--- src/rtl/heap_pkg.sv ---
// Shared definitions for the min-heap sift-down pipeline.
//   EMPTY_KEY : all-ones key, treated as +infinity (empty slot)
//   state_t   : sift node FSM encoding
//   token_t   : replace token passed between levels (default widths)
package heap_pkg;

  localparam int KEY_W = 32;
  localparam int IDX_W = 6;

  localparam logic [KEY_W-1:0] EMPTY_KEY = '1;

  typedef enum logic [1:0] {
    IDLE = 2'd0,
    RD   = 2'd1,
    WR   = 2'd2,
    SEND = 2'd3
  } state_t;

  typedef struct packed {
    logic [KEY_W-1:0] key;
    logic [IDX_W-1:0] idx;
  } token_t;

endpackage

--- src/rtl/heap_sift_node_if.sv ---
// Bundle of all non-clock signals of one sift node.
//   in_*   : token from level L-1 node (valid/ready)
//   out_*  : token to level L+1 node (valid/ready)
//   ch_addr, lm_dout, rm_dout : child read port on level L+1 store
//   nl_*   : own-slot write port on level L store
// slave = the node, master = its environment.
interface heap_sift_node_if #(
  parameter int DATA_WIDTH = 32,
  parameter int ADDR_WIDTH = 5
);
  logic                  in_valid;
  logic                  in_ready;
  logic [DATA_WIDTH-1:0] in_key;
  logic [ADDR_WIDTH:0]   in_idx;
  logic                  out_valid;
  logic                  out_ready;
  logic [DATA_WIDTH-1:0] out_key;
  logic [ADDR_WIDTH:0]   out_idx;
  logic [ADDR_WIDTH-1:0] ch_addr;
  logic [DATA_WIDTH-1:0] lm_dout;
  logic [DATA_WIDTH-1:0] rm_dout;
  logic [ADDR_WIDTH-1:0] nl_addr;
  logic                  nl_branch;
  logic                  nl_we;
  logic [DATA_WIDTH-1:0] nl_din;

  modport slave (
    input  in_valid, in_key, in_idx, out_ready, lm_dout, rm_dout,
    output in_ready, out_valid, out_key, out_idx, ch_addr,
           nl_addr, nl_branch, nl_we, nl_din
  );

  modport master (
    output in_valid, in_key, in_idx, out_ready, lm_dout, rm_dout,
    input  in_ready, out_valid, out_key, out_idx, ch_addr,
           nl_addr, nl_branch, nl_we, nl_din
  );
endinterface

--- src/rtl/heap_min2.sv ---
// Combinational unsigned min of two keys.
//   a, b : left / right candidate
//   min  : smaller value
//   sel  : 0 = left won, 1 = right won (ties go left)
module heap_min2 #(
  parameter int WIDTH = 32
) (
  input  logic [WIDTH-1:0] a,
  input  logic [WIDTH-1:0] b,
  output logic [WIDTH-1:0] min,
  output logic             sel
);
  assign sel = (b < a);
  assign min = sel ? b : a;
endmodule

--- src/rtl/heap_sift_node.sv ---
// One sift-down stage of the hardware min-heap (level LEVEL).
//   clk, rst_n : clock, async active-low reset
//   bus        : token in/out, child read port, own-slot write port
// Accepts (key K, slot I), reads children 2I/2I+1 (bank addr I), writes
// min(K, min child) into slot I and forwards K downwards when it must sink.
module heap_sift_node
  import heap_pkg::*;
#(
  parameter int DATA_WIDTH = 32,
  parameter int ADDR_WIDTH = 5,
  parameter int LEVEL      = 1,
  parameter int IS_LEAF    = 0
) (
  input  logic            clk,
  input  logic            rst_n,
  heap_sift_node_if.slave bus
);

  // Slot index within level L only uses LEVEL bits.
  localparam logic [ADDR_WIDTH:0] IDX_MASK =
    (ADDR_WIDTH+1)'((64'd1 << LEVEL) - 64'd1);

  state_t                state;
  logic [DATA_WIDTH-1:0] k_q;
  logic [ADDR_WIDTH:0]   i_q;
  logic                  sink_q;
  logic [ADDR_WIDTH:0]   idx_m;
  logic [DATA_WIDTH-1:0] m_min;
  logic                  sel_min;

  logic                  in_ready_q;
  logic                  out_valid_q;
  logic [DATA_WIDTH-1:0] out_key_q;
  logic [ADDR_WIDTH:0]   out_idx_q;
  logic [ADDR_WIDTH-1:0] nl_addr_q;
  logic                  nl_branch_q;
  logic                  nl_we_q;
  logic [DATA_WIDTH-1:0] nl_din_q;

  assign idx_m = bus.in_idx & IDX_MASK;

  heap_min2 #(.WIDTH(DATA_WIDTH)) u_min (
    .a   (bus.lm_dout),
    .b   (bus.rm_dout),
    .min (m_min),
    .sel (sel_min)
  );

  // The child store registers its address on the accept edge, so the
  // address must come straight from in_idx while IDLE for the data to be
  // present in RD.
  assign bus.ch_addr = (IS_LEAF != 0)  ? '0 :
                       (state == IDLE) ? idx_m[ADDR_WIDTH-1:0]
                                       : i_q[ADDR_WIDTH-1:0];

  assign bus.in_ready  = in_ready_q;
  assign bus.out_valid = out_valid_q;
  assign bus.out_key   = out_key_q;
  assign bus.out_idx   = out_idx_q;
  assign bus.nl_addr   = nl_addr_q;
  assign bus.nl_branch = nl_branch_q;
  assign bus.nl_we     = nl_we_q;
  assign bus.nl_din    = nl_din_q;

  always_ff @(posedge clk or negedge rst_n) begin
    if (!rst_n) begin
      state       <= IDLE;
      k_q         <= '0;
      i_q         <= '0;
      sink_q      <= 1'b0;
      in_ready_q  <= 1'b1;
      out_valid_q <= 1'b0;
      out_key_q   <= '0;
      out_idx_q   <= '0;
      nl_addr_q   <= '0;
      nl_branch_q <= 1'b0;
      nl_we_q     <= 1'b0;
      nl_din_q    <= '0;
    end else begin
      case (state)
        IDLE: begin
          if (bus.in_valid) begin
            k_q         <= bus.in_key;
            i_q         <= idx_m;
            in_ready_q  <= 1'b0;
            nl_addr_q   <= ADDR_WIDTH'(idx_m >> 1);
            nl_branch_q <= idx_m[0];
            if (IS_LEAF != 0) begin
              // Leaf: nothing below, key always stays.
              nl_we_q  <= 1'b1;
              nl_din_q <= bus.in_key;
              sink_q   <= 1'b0;
              state    <= WR;
            end else begin
              state <= RD;
            end
          end
        end
        RD: begin
          // Decision is registered here so WR drives only flops.
          // EMPTY_KEY needs no special case: all-ones is the largest value.
          nl_we_q <= 1'b1;
          state   <= WR;
          if (k_q <= m_min) begin
            nl_din_q <= k_q;
            sink_q   <= 1'b0;
          end else begin
            nl_din_q  <= m_min;
            sink_q    <= 1'b1;
            out_key_q <= k_q;
            out_idx_q <= (ADDR_WIDTH+1)'({i_q, sel_min});
          end
        end
        WR: begin
          nl_we_q <= 1'b0;
          if (sink_q) begin
            out_valid_q <= 1'b1;
            state       <= SEND;
          end else begin
            in_ready_q <= 1'b1;
            state      <= IDLE;
          end
        end
        SEND: begin
          if (bus.out_ready) begin
            out_valid_q <= 1'b0;
            in_ready_q  <= 1'b1;
            state       <= IDLE;
          end
        end
        default: state <= IDLE;
      endcase
    end
  end

endmodule

--- src/flat_wrapper.sv ---
// flat-port wrapper written by rule: the top's interface ports become plain ports
module heap_sift_node_flat import heap_pkg::*;
#(
  parameter int DATA_WIDTH = 32,
  parameter int ADDR_WIDTH = 5,
  parameter int LEVEL      = 1,
  parameter int IS_LEAF    = 0
)
  (clk, rst_n, bus_in_valid, bus_in_key, bus_in_idx, bus_out_ready, bus_lm_dout, bus_rm_dout, bus_in_ready, bus_out_valid, bus_out_key, bus_out_idx, bus_ch_addr, bus_nl_addr, bus_nl_branch, bus_nl_we, bus_nl_din);
  heap_sift_node_if #(.DATA_WIDTH(DATA_WIDTH), .ADDR_WIDTH(ADDR_WIDTH)) bus_i ();
  input  logic clk;
  input  logic rst_n;
  input wire logic [$bits(bus_i.in_valid)-1:0] bus_in_valid;
  input wire logic [$bits(bus_i.in_key)-1:0] bus_in_key;
  input wire logic [$bits(bus_i.in_idx)-1:0] bus_in_idx;
  input wire logic [$bits(bus_i.out_ready)-1:0] bus_out_ready;
  input wire logic [$bits(bus_i.lm_dout)-1:0] bus_lm_dout;
  input wire logic [$bits(bus_i.rm_dout)-1:0] bus_rm_dout;
  output wire logic [$bits(bus_i.in_ready)-1:0] bus_in_ready;
  output wire logic [$bits(bus_i.out_valid)-1:0] bus_out_valid;
  output wire logic [$bits(bus_i.out_key)-1:0] bus_out_key;
  output wire logic [$bits(bus_i.out_idx)-1:0] bus_out_idx;
  output wire logic [$bits(bus_i.ch_addr)-1:0] bus_ch_addr;
  output wire logic [$bits(bus_i.nl_addr)-1:0] bus_nl_addr;
  output wire logic [$bits(bus_i.nl_branch)-1:0] bus_nl_branch;
  output wire logic [$bits(bus_i.nl_we)-1:0] bus_nl_we;
  output wire logic [$bits(bus_i.nl_din)-1:0] bus_nl_din;
  assign bus_i.in_valid = bus_in_valid;
  assign bus_i.in_key = bus_in_key;
  assign bus_i.in_idx = bus_in_idx;
  assign bus_i.out_ready = bus_out_ready;
  assign bus_i.lm_dout = bus_lm_dout;
  assign bus_i.rm_dout = bus_rm_dout;
  assign bus_in_ready = bus_i.in_ready;
  assign bus_out_valid = bus_i.out_valid;
  assign bus_out_key = bus_i.out_key;
  assign bus_out_idx = bus_i.out_idx;
  assign bus_ch_addr = bus_i.ch_addr;
  assign bus_nl_addr = bus_i.nl_addr;
  assign bus_nl_branch = bus_i.nl_branch;
  assign bus_nl_we = bus_i.nl_we;
  assign bus_nl_din = bus_i.nl_din;
  heap_sift_node #(.DATA_WIDTH(DATA_WIDTH), .ADDR_WIDTH(ADDR_WIDTH), .LEVEL(LEVEL), .IS_LEAF(IS_LEAF)) u_core (.clk(clk), .rst_n(rst_n), .bus(bus_i));
endmodule
--- config.mk ---
export PLATFORM = sky130hd
export DESIGN_NAME = heap_sift_node_flat
export DESIGN_NICKNAME = d
export VERILOG_FILES = /design/src/rtl/heap_pkg.sv /design/src/rtl/heap_sift_node_if.sv /design/src/rtl/heap_min2.sv /design/src/rtl/heap_sift_node.sv /design/src/flat_wrapper.sv
export SDC_FILE = /design/constraint.sdc
export NUM_CORES = 1
export LEC_CHECK = 0
export ABC_AREA = 1
export CELL_PAD_IN_SITES_DETAIL_PLACEMENT = 1
export CELL_PAD_IN_SITES_GLOBAL_PLACEMENT = 1
export CORE_ASPECT_RATIO = 2
export CORE_MARGIN = 1
export CORE_UTILIZATION = 37
export CTS_BUF_LIST = sky130_fd_sc_hd__clkbuf_8 sky130_fd_sc_hd__clkbuf_16
export DETAILED_ROUTE_END_ITERATION = 6
export GPL_TIMING_DRIVEN = 0
export PLACE_DENSITY_LB_ADDON = 0.08
export SLEW_MARGIN = 20
export SYNTH_ARGS = -nofsm -noshare
export SYNTH_HDL_FRONTEND = slang
export SYNTH_HIERARCHICAL = 1
export SYNTH_SLANG_ARGS = --single-unit
--- constraint.sdc ---
create_clock -name clk -period 4.6 [get_ports clk]
set_clock_uncertainty 0.15 [all_clocks]
set_input_delay 0.69 -clock clk [delete_from_list [all_inputs] [get_ports clk]]
set_output_delay 0.69 -clock clk [all_outputs]
set_load 0.01 [all_outputs]
==> Word-level counts from Yosys, hierarchy flattened <==
Cells that the tools add are included.
Widths: inputs -> output; s select.
{ "totals": {"ff_bits": 105, "out_inout_bits": 84, "elab_cells": 45} }
{ "op_classes": {"order_cmp": 2, "n_eq_ne": 7, "mux": 16, "bitwise_logic": 1, "reduce_logical": 9} }
{ "ops": {"columns": ["operator", "count"], "rows": [
  ["$mux 32", 2],
  ["$le 32x32->1", 1],
  ["$lt 32x32->1", 1],
  ["$pmux 2 s4", 1],
  ["$mux 1", 7],
  ["$mux 2", 3],
  ["$ne 2x2->1 const B", 3],
  ["$reduce_and 2->1", 3],
  ["$eq 2x2->1 const B", 2],
  ["$pmux 1 s2", 2],
  ["$reduce_and 4->1", 1],
  ["$reduce_bool 2->1", 2],
  ["$pmux 1 s3", 1],
  ["$reduce_and 3->1", 1],
  ["$reduce_bool 3->1", 1],
  ["$eq 2x1->1 const B", 1],
  ["$logic_not 2->1", 1],
  ["$ne 2x1->1 const B", 1],
  ["$not 1->1", 1]
]} }

==> Logic depth before layout (Yosys ltp) <==
{ "depth": {"ltp_word": 5, "mapped_depth": 32, "mapped_depth_nobuf": 30} }

==> Cells and area by module <==
The synthesis kept the hierarchy.
{ "modules_own_cells": {"columns": ["mod", "instances", "cells_per_inst", "area_each_um2", "seq_area_each_um2"], "rows": [
  ["heap_sift_node", 1, 651, 5345.1, 2628.8],
  ["heap_min2", 1, 236, 1347.5, 0.0]
]} }

==> Least setup slack after synthesis <==
No wires, ideal clock.
{ "synth_timing": {"path_type": "input port to flip-flop", "start": "input bus_lm_dout[31]", "end": "register u_core.out_key_q[27] (netlist: u_core/bus.out_key[27])", "setup_time_ns": 0.121, "arrival_time_ns": 3.380, "path_slack_ns": 0.949, "cell_stages": 24, "cell_sequence": "inv_1 > ha_1 > nand2_1 > nor2_1 > nor3b_2 > inv_2 > a21oi_2 > nor2_4 > buf_2 > nand3_1 > nand2_1 > inv_1 > ha_1 > nand2_1 > nor2_1 > nand2_1 > nor4_4 > nand2_1 > nand2_2 > nand3_4 > buf_6 > buf_6 > nand2_1 > o21ai_1"} }
{ "synth_via": {"elab_chain_cells": 5} }
{ "synth_lines": {"columns": ["element", "line", "source"], "rows": [
  ["from (decl)", "flat_wrapper.sv:17", "input wire logic [$bits(bus_i.lm_dout)-1:0] bus_lm_dout;"],
  ["$lt 32x32->1", "heap_min2.sv:13", "assign sel = (b < a);"],
  ["$mux 32", "heap_min2.sv:14", "assign min = sel ? b : a;"],
  ["net u_core.m_min[30]", "heap_sift_node.sv:28", "logic [DATA_WIDTH-1:0] m_min;"],
  ["$le 32x32->1", "heap_sift_node.sv:104", "if (k_q <= m_min) begin"],
  ["$not 1->1 (no line)", null, null],
  ["$reduce_and 2->1 (no line)", null, null],
  ["to (signal assigned)", "heap_sift_node.sv:110", "out_key_q <= k_q;"],
  ["to (decl)", "heap_sift_node.sv:33", "logic [DATA_WIDTH-1:0] out_key_q;"]
]} }
The timed path passes the listed nets, and every way through them passes these cells.
A chain may end at the register's enable or synchronous reset.

==> Worst setup path in the final report <==
{ "layout_timing": {"start": "input bus_lm_dout[17]", "end": "register u_core.out_key_q[16] (netlist: u_core/bus.out_key[16])"} }
The elaborated chain is that of the path after synthesis.

==> impl_metrics.py <==
metrics = {
    "run_status": {
        "status": "finished, final reports clean",
    },
    "clocking": {
        "clock_tree.htree_level_count": 3,
        "ctsLongestPathBuffers": 2,
        "clk_lat_worst_skew_ps": 350,
        "cts.clk_slew.worst_paths_ps": 70,
        "cts_root_cell": "sky130_fd_sc_hd__clkbuf_16",
        "tritoncts": "done",
        "cts_buffers": 9,
        "cts.sink_count": 105,
    },
    "place": {
        "gp_congestion": 0.848,
        "place.port_buffers": 171,
        "dp.final_hpwl_mm": 18.2,
    },
    "timing": {
        "timing.final.setup_violations": 0,
        "fmax_ghz": 0.229,
        "setup_tns_ps": 0,
        "min_period_ps": 4360,
        "period_utilisation_layout_pct": 94.8,
        "slew_viol_final": 0,
        "final_hold_viol_count": 0,
        "tightestPinTransition_ps": 661,
        "slew_headroom_pct": 55.9,
    },
    "yosys": {
        "syn-instance-count": 887,
        "syn_avg_cell_area_um2": 7.55,
        "synth.cell_area_mm2": 0.00669,
        "synth_flop_cell": "sky130_fd_sc_hd__dfrtp_1",
        "synth_edf_count": 0,
        "ys_async_sr_fraction_pct": 100,
        "yosysWarningCount": 6,
        "synth.top_cells.by_area": "sky130_fd_sc_hd__dfrtp_1, sky130_fd_sc_hd__nand2_1, sky130_fd_sc_hd__ha_1, sky130_fd_sc_hd__nand3_1, sky130_fd_sc_hd__inv_1",
        "synth_largest_type_area_fraction_pct": 38.9,
        "netlist.top_cell.by_area": "sky130_fd_sc_hd__dfrtp_1",
        "synth.yosys.seq_area_share_pct": 39.3,
        "synthDistinctLibCells": 38,
        "ys_ff_latch": 105,
    },
    "floorplan": {
        "floorplan.initialDensity_pct": 37.8,
        "die_area_mm2": 0.0187,
        "die_height_um": 192,
        "core.rowCount": 69,
        "io_pins": 190,
        "chipWidth_um": 97.1,
        "core_area_mm2": 0.0177,
    },
    "worst_setup_path": {
        "crit_slowest_cell": "sky130_fd_sc_hd__clkdlybuf4s50_1",
        "crit_fanout": 10,
        "crit_path_cell_trace": "clkdlybuf4s50_1 -> inv_1 -> ha_1 -> a21oi_1 -> o21ai_0 -> nand2_1 -> a21oi_2 -> nor2_4 -> buf_12 -> nand2_8 -> buf_12 -> nand2_2 -> nand2_2 -> inv_1 -> ha_1 -> nand2_1 -> nor2_2 -> nand2_2 -> nor4_4 -> nand2_2 -> nand2_4 -> nand3_4 -> clkbuf_2 -> o21ai_0",
        "worst_path_most_repeated_cell": "sky130_fd_sc_hd__nand2_2",
        "startpoint_type": "primary input",
        "worstReg2RegEnd": "u_core/k_q[20]",
        "required_time_at_the_endpoint_of_the_critical_path_ps": 4710,
        "cpLargestDelayFamily": "simple AND/OR/NAND/NOR gates",
        "critical-path-max-stage-delay_ps": 500,
        "worstPathArrival_ps": 4470,
        "reg2reg_setup_slack_ps": 2120,
        "timing.reg2reg.worst_path_depth": 7,
        "worstReg2RegStart": "u_core/state[0]",
        "path_buf_inv": 6,
        "worstSetupPathType": "in -> reg",
        "worst_setup_path_end_kind": "register",
    },
    "layout": {
        "layout.filler_cells": 2213,
        "syn_to_layout_area_delta_pct": 39.5,
        "final_nets": 1265,
        "antenna_cells": 0,
        "post_route_cells_drive_above_1_share_pct": 10.2,
    },
    "detailed_routing": {
        "wirelength_mm": 23.1,
        "drc": 0,
        "drtIter0Drc": 156,
        "route.detailed.vias_per_inst": 5.01,
        "drt_pass1_iterations": 4,
        "postRouteAntennaNets": 0,
        "wl_per_cell_um": 17.7,
        "detailroute.via_count": 6565,
    },
    "grt": {
        "antenna_found_initial": 0,
        "first_global_vias": 6939,
        "grt_start_max_net_pins": 58,
        "grt_use_total_pct": 25.0,
        "grt_pass1_wl_mm": 35.7,
        "grt_overflow": 0,
    },
    "pwr": {
        "power-per-cell-area_mw_per_mm2": 607,
        "post-layout-total-power_w": 0.00567,
        "cellLeakagePower_nw": 4.88,
        "worst_ir_drop_on_vdd_v": 0.000324,
    },
    "min_path": {
        "hold_path.class": "in -> async",
    },
    "flow_run": {
        "drv.max_cap_violation_count": 0,
    },
}
## synthesized netlist by cell type, types with 2 or more instances
cell type,instances
sky130_fd_sc_hd__inv_2,2
sky130_fd_sc_hd__buf_6,4
sky130_fd_sc_hd__nand2_2,11
sky130_fd_sc_hd__nor3_1,2
sky130_fd_sc_hd__nand4_1,2
sky130_fd_sc_hd__buf_1,3
sky130_fd_sc_hd__buf_4,13
sky130_fd_sc_hd__o21a_1,3
sky130_fd_sc_hd__o21ai_0,33
sky130_fd_sc_hd__buf_2,15
sky130_fd_sc_hd__inv_1,115
sky130_fd_sc_hd__o21ai_1,7
sky130_fd_sc_hd__clkbuf_1,14
sky130_fd_sc_hd__a21oi_1,63
sky130_fd_sc_hd__nand2_1,256
sky130_fd_sc_hd__o21ai_2,5
sky130_fd_sc_hd__nor2_1,49
sky130_fd_sc_hd__clkbuf_2,2
sky130_fd_sc_hd__dfrtp_1,104
sky130_fd_sc_hd__nand3_1,100
sky130_fd_sc_hd__ha_1,67
## flip-flops by register name (all words and copies together), names as in the netlist
signal                cells
u_core/bus.in_ready       1
u_core/bus.nl_branch      1
u_core/bus.nl_din        32
u_core/bus.nl_we          1
u_core/bus.out_idx        2
u_core/bus.out_key       32
u_core/bus.out_valid      1
u_core/k_q               32
u_core/sink_q             1
u_core/state              2
## logic make-up after synthesis
| kind of cell | count (synthesis) | share of synthesized area, % |
|---|---|---|
| fa+ha+maj | 67 | 12.5 |
| other cells | 1 | 0.0560 |
| flops | 105 | 39.3 |
| buf+inv | 170 | 11.2 |
| simple gates | 428 | 27.7 |
| compound gates | 116 | 9.25 |
## timing repair
action,CTS,global route
cloned,0,2
hold buffers,0,0
endpoints found under the setup margin,25,65
buffers inserted,0,8
pin swaps,0,15
resized for setup,2,75
## power by group
part           switching [W]  total (W)  internal [W]  leakage [nW]
logic                0.00179    0.00318       0.00139          3.53
registers           0.000279    0.00168       0.00140          1.21
clock network       0.000354   0.000805      0.000450         0.145
total                0.00242    0.00567       0.00324          4.88
## cell type report
| type | instances | area (um^2) | area share (%) |
|---|---|---|---|
| Clock buffer | 11 | 253 | 2.71 |
| Timing Repair Buffer | 182 | 1850 | 19.8 |
| Buffer | 52 | 384 | 4.11 |
| Inverter | 118 | 443 | 4.74 |
| Sequential cell | 105 | 2630 | 28.2 |
| Tap cell | 213 | 267 | 2.85 |
| Clock inverter | 5 | 56.3 | 0.603 |
| Multi-Input combinational cell | 624 | 3460 | 37.0 |
## through the flow
step	worst slack [ps]	area (um^2)	util, %	cells	hold slack (ps)
2_1_floorplan	949	6740	-	899	244
3_3_place_gp	-1530	8720	49.2	1283	312
3_5_place_dp	-357	8740	49.4	1284	314
4_1_cts	39.9	9060	51.2	1300	140
5_1_grt	-52.8	9340	52.8	1310	161
6_report	238	9340	52.8	1310	127
## metal layers
layer  up-vias  routed length (um)  GRT usage [%]
met2       160               13200           49.2
met1      3142                8010           24.9
met4         0                1290           14.5
met3        57                 615           2.58
li1       3206                   -              -
met5         -                   0              0
## placed cells by master (no fill, tap or decap), drive strengths merged
cell type,instances
o21ai,45
dlymetal6s2s,8
nand2,269
buf,47
or2,1
o22ai,1
o211ai,1
inv,118
clkdlybuf4s50,162
clkinv,1
conb,13
a21oi,64
dfrtp,104
o21a,3
a22oi,1
clkbuf,28
clkinvlp,3
a21o,1
nand3,101
bufinv,1
nor2,50
ha,67
nor4,1
dfstp,1
nor3b,1
nor3,3
nand4,2
## worst max path at each step
stage,start,endpoint,slack (ps),depth (start not counted)
global route,bus_rm_dout[30],u_core/bus.out_key[30],-50,25
floorplan,bus_lm_dout[31],u_core/bus.out_key[27],950,24
global placement,rst_n,u_core/bus.out_key[25],-1530,1
detailed placement,bus_lm_dout[31],u_core/bus.nl_din[3],-360,24
finish,bus_lm_dout[17],u_core/bus.out_key[16],240,24
CTS,bus_lm_dout[31],u_core/bus.nl_din[3],40,24
Power figures use the tool's default switching activity.
==> edit: new RTL, same settings <==
`DATA_WIDTH` is set to 32 in 3 places; all go to 24.
--- a/src/rtl/heap_sift_node_if.sv
+++ b/src/rtl/heap_sift_node_if.sv
@@ -5,7 +5,7 @@
 //   nl_*   : own-slot write port on level L store
 // slave = the node, master = its environment.
 interface heap_sift_node_if #(
-  parameter int DATA_WIDTH = 32,
+  parameter int DATA_WIDTH = 24,
   parameter int ADDR_WIDTH = 5
 );
   logic                  in_valid;
--- a/src/rtl/heap_sift_node.sv
+++ b/src/rtl/heap_sift_node.sv
@@ -6,7 +6,7 @@
 module heap_sift_node
   import heap_pkg::*;
 #(
-  parameter int DATA_WIDTH = 32,
+  parameter int DATA_WIDTH = 24,
   parameter int ADDR_WIDTH = 5,
   parameter int LEVEL      = 1,
   parameter int IS_LEAF    = 0
--- a/src/flat_wrapper.sv
+++ b/src/flat_wrapper.sv
@@ -1,7 +1,7 @@
 // flat-port wrapper written by rule: the top's interface ports become plain ports
 module heap_sift_node_flat import heap_pkg::*;
 #(
-  parameter int DATA_WIDTH = 32,
+  parameter int DATA_WIDTH = 24,
   parameter int ADDR_WIDTH = 5,
   parameter int LEVEL      = 1,
   parameter int IS_LEAF    = 0
Ports: changed (5 resized); port bits go from 190 to 150. The function was not compared with the original's and may differ.
==> edit against the original RTL <==
- routed wire length is 29% lower
- cell area is 21% lower
- fmax up 3.2%
- sequential cell count down 24
- largest cell class unchanged
- setup slack improved by 0.13 ns
- largest power group unchanged
- critical path depth did not move
- area after synthesis shrank 19%
- combinational power shrank 19%
- total power is 18% lower
==> edit: results (changes against the original RTL) <==
| Metric | Value |
|---|---|
| Vias in the first global route | 5,582 (was 6,939) |
| Compound-cell area share of the yosys netlist | 0.0912 (was 0.0925) |
| Status | finished, final reports clean (unchanged) |
| Peak supply drop | 220 uV (was 324 uV) |
| Inverters | 101 (was 118) |
| CTS resizes | 0 (was 2) |
| #FFs+latches synth | 81 (was 105) |
| Initial drt markers | 109 (was 156) |
| Gr usage total | 0.235 (was 0.250) |
| Top cells by area, synth | dfrtp_1, nand2_1, ha_1 (unchanged) |
| Worst Tran Pin Value | 0.693 ns (was 0.661 ns) |
| Gpl congestion | 0.875 (was 0.848) |
| First-pass GRT wire length | 27.2 mm (was 35.7 mm) |
| Register area share after synthesis | 0.374 (was 0.393) |
| Placed insts | 1,037 (was 1,284) |
| Buffers, non-clock | 172 (was 234) |
| FF-to-FF setup slack | 2.37 ns (was 2.12 ns) |
| Leakage power | 3.82 nW (was 4.88 nW) |
| Post-Synth Adder-Cell Area | 0.118 (was 0.125) |
| Switching Share | 0.420 (was 0.428) |
| Syn_area_per_cell | 7.73 um2 (was 7.55 um2) |
| Clock group | 0.755 mW (was 0.805 mW) |
| Routed wire length per instance | 15.6 um (was 17.7 um) |
| Largest net degree at the start of global routing | 52 (was 58) |
| Layout cells sized above 1 | 0.136 (was 0.102) |
| Buffering overhead | 0.221 (was 0.239) |
| Worst R2R Start | u_core/k_q[21] (was u_core/state[0]) |
| Total Wirelength | 16.4 mm (was 23.1 mm) |
| Setup WS pre-CTS | -0.0363 ns (was -0.357 ns) |
| Critical path startpoint | bus_lm_dout[19] (was bus_lm_dout[17]) |
| FILL cells | 1,798 (was 2,213) |
| Final #Nets | 989 (was 1,265) |
| FF+latch area | 2030 um2 (was 2630 um2) |
-- edit: cell count changes after synthesis, moves of 11 or more --
| cell | delta |
|---|---|
| ha_1 | -16 |
| o21ai_2 | +21 |
| nand2_2 | +17 |
| nor2_1 | -11 |
| inv_1 | -15 |
| nand2_1 | -63 |
| o21ai_0 | -28 |
| a21oi_1 | -22 |
| nand3_1 | -25 |
| dfrtp_1 | -24 |
-- edit: per-layer routing --
layer	share of wire	GRT usage	routed length, um	vias up
met1	0.36	0.242	5910	2404
met2	0.58	0.449	9520	111
met3	0.028	0.0329	454	34
li1	-	-	-	2483
met4	0.031	0.108	503	0
met5	0	0	0	-
-- edit: through the flow --
stage | area [um2] | util | hold WS [ns] | setup TNS [ns]
after detailed placement | 7040 | 0.491 | 0.323 | -0.156
after global placement | 7020 | 0.489 | 0.312 | -17.51
after CTS | 7350 | 0.512 | 0.151 | 0
after floorplan | 5470 | - | 0.244 | 0
final | 7350 | 0.512 | 0.141 | 0
after global routing | 7350 | 0.512 | 0.172 | 0
